## src/rtl/rom_rd_arbiter.sv

```systemverilog
// Two-port burst read arbiter in front of a synchronous (1-cycle latency) ROM.
// Define ROM_ARB_RR_EN for round-robin tie-breaking; otherwise port 0 wins ties.
module rom_rd_arbiter #(
   parameter int AW = 10,
   parameter int DW = 8,
   parameter int LW = 4
) (
   input  logic          clk,
   input  logic          rst,
   input  logic          req0,
   input  logic          req1,
   input  logic [AW-1:0] addr0,
   input  logic [AW-1:0] addr1,
   input  logic [LW-1:0] len0,
   input  logic [LW-1:0] len1,
   output logic          gnt0,
   output logic          gnt1,
   output logic [AW-1:0] rom_addr,
   input  logic [DW-1:0] rom_data,
   output logic [DW-1:0] rd_data,
   output logic          rd_valid,
   output logic          rd_id,
   output logic          rd_last,
   output logic          busy
);

   typedef enum logic [1:0] {IDLE, BURST, DRAIN} state_t;

   state_t        state_reg;
   logic          owner_reg;
   logic [LW-1:0] len_reg;
   logic [LW-1:0] beat_reg;
   logic          win;
`ifdef ROM_ARB_RR_EN
   logic          prio_reg;   // 1: port 1 is favoured on a tie
`endif

   always_comb begin
      win = req1 & ~req0;
`ifdef ROM_ARB_RR_EN
      if (req0 & req1) win = prio_reg;
`endif
   end

   assign rd_data = rom_data;
   assign busy    = (state_reg != IDLE);

   always_ff @(posedge clk) begin
      if (rst) begin
         state_reg <= IDLE;
         owner_reg <= 1'b0;
         len_reg   <= '0;
         beat_reg  <= '0;
         rom_addr  <= '0;
         gnt0      <= 1'b0;
         gnt1      <= 1'b0;
         rd_valid  <= 1'b0;
         rd_last   <= 1'b0;
         rd_id     <= 1'b0;
`ifdef ROM_ARB_RR_EN
         prio_reg  <= 1'b0;
`endif
      end else begin
         gnt0     <= 1'b0;
         gnt1     <= 1'b0;
         rd_valid <= 1'b0;
         rd_last  <= 1'b0;
         case (state_reg)
            IDLE: begin
               if (req0 | req1) begin
                  owner_reg <= win;
                  len_reg   <= win ? len1 : len0;
                  rom_addr  <= win ? addr1 : addr0;
                  beat_reg  <= '0;
                  gnt0      <= ~win;
                  gnt1      <= win;
                  state_reg <= BURST;
`ifdef ROM_ARB_RR_EN
                  prio_reg  <= ~win;
`endif
               end
            end
            BURST: begin
               // The beat addressed now returns from the ROM next cycle.
               rd_valid <= 1'b1;
               rd_id    <= owner_reg;
               rd_last  <= (beat_reg == len_reg);
               if (beat_reg == len_reg) begin
                  state_reg <= DRAIN;
               end else begin
                  beat_reg <= beat_reg + LW'(1);
                  rom_addr <= rom_addr + AW'(1);
               end
            end
            DRAIN: begin
               state_reg <= IDLE;
            end
            default: begin
               state_reg <= IDLE;
            end
         endcase
      end
   end

endmodule
```

## config.mk

```make
export PLATFORM = sky130hd
export DESIGN_NAME = rom_rd_arbiter
export DESIGN_NICKNAME = d
export VERILOG_FILES = /design/src/rtl/rom_rd_arbiter.sv
export SDC_FILE = /design/constraint.sdc
export NUM_CORES = 1
export LEC_CHECK = 0
export CAP_MARGIN = 20
export CORE_UTILIZATION = 42
export CTS_CLUSTER_SIZE = 30
export DETAILED_ROUTE_END_ITERATION = 16
export GPL_TIMING_DRIVEN = 0
export PLACE_DENSITY_LB_ADDON = 0.3
export SLEW_MARGIN = 20
export SYNTH_ARGS = -nofsm -noshare
export SYNTH_HDL_FRONTEND = slang
export SYNTH_SLANG_ARGS = --single-unit
```

## constraint.sdc

```tcl
create_clock -name clk -period 1.9 [get_ports clk]
set_input_delay 0.38 -clock clk [delete_from_list [all_inputs] [get_ports clk]]
set_output_delay 0.38 -clock clk [all_outputs]
set_load 0.02 [all_outputs]
```

Word-level counts from Yosys, hierarchy flattened
Index checks and enable logic that the tools add are counted.

word-level totals
  flip-flop bits (word level) = 26
  word-level logic and storage cells = 44
  input bits = 40
  memories = 0
  bits in read-only memories = 0
  latch bits = 0
  RAM bits = 0

operators by class
  div/mod/pow operators = 0
  shift operators = 0
  $add $sub $neg = 2
  eq/ne operators = 5
  reductions and logical operators = 8
  muxes and demuxes = 12
  multipliers = 0
  $lt $le $gt $ge = 0
  bitwise gates (word level) = 7

operators by type and width
  kind                                                             number
  10-bit two-way mux                                               3
  10-bit case mux with 2 select lines                              1
  4-bit two-way mux                                                3
  10-bit by 1-bit adder with 10-bit output, second input constant  1
  4-bit case mux with 2 select lines                               1
  2-bit inequality test, second input constant                     3
  1-bit inverter                                                   5
  4-bit by 1-bit adder with 4-bit output, second input constant    1
  4-bit == test                                                    1
  2-bit two-way mux                                                2
  2-bit case mux with 2 select lines                               1
  2-bit AND reduction                                              2
  2-bit nonzero test                                               2
  3-bit AND reduction                                              1
  3-bit OR reduction                                               1
  2-bit by 1-bit == test with 1-bit output, second input constant  1
  2-bit zero test                                                  1
  2-bit OR reduction                                               1
  1-bit AND                                                        1
  1-bit two-way mux                                                1
  1-bit bitwise OR                                                 1

Longest topological paths before layout
  depth after elaboration = 5
  depth in mapped cells = 6

Least setup slack after synthesis
OpenSTA, ideal clock, no wires.

  path kind = reg2reg
  start point = register rom_addr[0]
  end point = register rom_addr[8]
  period minus slack after synthesis = 1.556 ns
  buffers on the path = 0
  data required time = 1.783 ns
  arrival = 1.439 ns
  slack = 0.344 ns
  stages on the path, launching flop included = 6
  cells stage by stage = dfxtp_1 ha_1 and4_1 a41o_1 o21ai_0 a32o_1

between the ends
  longest elaborated chain between the ends = 3

ends and longest elaborated chain
  what                                      RTL line  source
  start, declared                           18        output logic [AW-1:0] rom_addr,
  start signal, assigned                    73        rom_addr <= win ? addr1 : addr0;
  start signal, assigned                    92        rom_addr <= rom_addr + AW'(1);
  10-bit by 1-bit adder with 10-bit output  92
  10-bit two-way mux                        88        if (beat_reg == len_reg) begin
  10-bit case mux with 2 select lines       68        case (state_reg)

No other way between the ends. The select of a mux whose other input is x is not followed.
A chain may end at the register's enable or synchronous reset.

Final worst setup path
  start point = register rom_addr[3]
  end point = output rom_addr[3]

No word-level cell between the ends.

==> reports/metrics.yaml <==
fmax_mhz: 541
muxShareOfSynthArea_pct: 5.53
crit_buf_inv: 1
layout_common_cells: "53 x clkdlybuf4s50_1, 25 x dfxtp_1, 20 x nand2_1, 9 x buf_4, 9 x o21ai_0"
yosys_warnings: 0
route.detailed.drc: 0
critPathSlowestCell: "clkdlybuf4s50_1"
detail_route.vias_per_cell: 5.60
die_w_um: 61.6
synth_seq_cells: 26
p_seq_share_pct: 38.6
vias: 1567
combinationalPowerShare_pct: 39.8
syn-num-nets: 218
pre_cts_ws_ns: -0.288
synth_top_family_by_area: "compound AO/OA/AOI/OAI gates"
dp_hpwl_um: 3000
num_antenna_cells: 0
initial_core_util_pct: 44.4
intPower_mw: 1.17
ys.flop_type: "dfxtp_1"
maxSlewHeadroom_pct: 66.5
critical_path_arrival_ns: 1.47
netlist_instances: 176
synth_fa_ha_area_share_pct: 1.68
clk_latency_ns: 0.34
wire_per_inst_um: 14.7
clk_pin_slew_ns: 0.15
drv_cap: 0
power_frac_clock_pct: 21.6
cts_setup_buffers: 0
crit_path_max_fanout: 7
critPathTopFamily: "buffers and inverters"
r2r_setup_slack_ns: 0.22
synthXorXnorAreaFrac_pct: 2.35
grt_pass1_vias: 1370
rows: 21
irDropWorstVdd_mv: 0.694
worst_slack_ns: 0.0531
ant_nets: 0
place.gp.congestion: 0.809
clockBufferDepth: 2
netlist_area_mm2: 0.00149
ys_seq_area_share_pct: 34.9
fin_cells: 280
tritoncts: "done"
totalPowerFinal_mw: 1.82
final_hold_viol_count: 0
dp.cells: 276
synth-compound-area-share_pct: 26.3
crit_chain: "clkdlybuf4s50_1"
dieArea_mm2: 0.00380
required_ns: 1.52
cts-root-buf: "clkbuf_4"
die_h_um: 61.6
wl_um: 4110
cts_sinks: 26
drt_iter0_drc: 94
final-setup-viol-count: 0
core_mm2: 0.00336
final_area_mm2: 0.00215
status: "finished, final reports clean"
grt_pass1_wl_um: 6500
portBuffers: 54
synth-async-reset-ratio_pct: 0
netSwitchingPower_mw: 0.643
powerDensity_mw_per_mm2: 844
period_share_pct: 97.2
leakagePower_nw: 0.828
post-route-util_pct: 63.9
yosysUniqueCellTypes: 48
htreeDepth: 1
final_nets: 277
worst_pin_slew_ns: 0.501
grt_max_degree: 16
hold_ws_ns: 0.479
largest_register_ffs: 10
skew_ns: 0.00731
grtUsageTotal_pct: 23.4
min_period_ns: 1.85
syn_to_final_growth_pct: 44.0
avgSynthCellArea_um2: 8.48
setup-tns-final_ns: 0
first_pass_iters: 4
overflow: 0
synth-edff-count: 0
antenna_found_initial: 0
ios: 64
critPathCaptureType: "output port"
min_path_type: "reg -> reg"
layout_commonest_cell: "clkdlybuf4s50_1"
drive_gt1_share_pct: 13.2
dpl_cell_area_mm2: 0.00209
rsz0062_at_grt: "false"
switching_share_pct: 35.4
slew_violations: 0
start_kind: "register"
crit_type: "reg -> out"
synthSimpleGateAreaFrac_pct: 19.5
cts_made_buffers: 3
slowest_delay_ns: 0.65
==> layout make-up <==
class | instances | area (um^2)
plain buffers | 18 | 115
clock buffers | 3 | 22.5
clock inverters | 1 | 30.0
fillers | 320 | 1210
inverters | 8 | 30.0
multi-input cells | 124 | 830
flip-flops and latches | 26 | 522
well taps | 46 | 57.6
repair buffers | 54 | 543
==> cell usage after synthesis, drive strengths merged, types with 2 or more instances <==
master / number / area share [%]
o211ai: 2 / 1.0
dfxtp: 26 / 35
nor2b: 2 / 0.84
a311oi: 4 / 2.3
ha: 2 / 1.7
a21oi: 8 / 2.7
nand3: 8 / 2.7
buf: 15 / 7.0
inv: 7 / 1.8
clkbuf: 3 / 0.75
a41o: 2 / 1.3
a31oi: 3 / 1.3
nor2: 10 / 2.7
mux2i: 6 / 4.0
o21a: 2 / 1.0
nor3: 6 / 2.0
nor4: 2 / 0.84
a21boi: 2 / 1.0
mux2: 2 / 1.5
o22ai: 2 / 0.84
a32o: 4 / 2.7
nand2b: 2 / 0.84
xnor2: 4 / 2.3
o32ai: 3 / 1.8
a221oi: 2 / 2.0
nand2: 20 / 5.0
nand4: 2 / 0.84
or3: 2 / 0.84
o21ai: 10 / 3.6
==> worst register-to-register path: stages, from the launching register on <==
cell	delay, ns
dfxtp_1	0.36
nand2b_1	0.20
buf_2	0.22
a41oi_4	0.39
o21ai_0	0.16
a32o_1	0.27
==> cell families (layout without fill, tap and decap cells) <==
group / Yosys count / count (layout)
mux: 8 / 8
xor+xnor: 4 / 4
flops: 26 / 26
fa+ha+maj: 2 / 2
simple gates: 60 / 60
compound gates: 50 / 50
buf+inv: 26 / 84
==> metal layers <==
layer	share of wire [%]	global-route usage, %	wire length, um
met5	0	0	0
met4	0.83	7.30	34
met3	5.6	5.25	232
met2	49	37.3	2010
met1	45	31.4	1830
==> timing repair <==
item	4_1_cts	5_1_grt
hold buffers	0	0
resized for setup	1	2
endpoints found under the setup margin	1	2
==> power groups by stage <==
stage / sequential [mW] / combinational [mW] / clock [mW]
finish: 0.701 / 0.722 / 0.393
global route: 0.714 / 0.779 / 0.420
CTS: 0.698 / 0.721 / 0.396
detailed placement: 0.709 / 0.717 / 0
global placement: 0.707 / 0.706 / 0
floorplan: 0.750 / 0.387 / 0
==> worst paths after layout <==
check,cells past startpoint,start,end
worst max-delay path,1,rom_addr[3],rom_addr[3]
worst min-delay path,2,rd_id,rd_id
worst max register to register,5,state_reg[1],rom_addr[8]
worst min register to register,2,rd_id,rd_id
No activity file was read; power rests on OpenSTA's default activity.
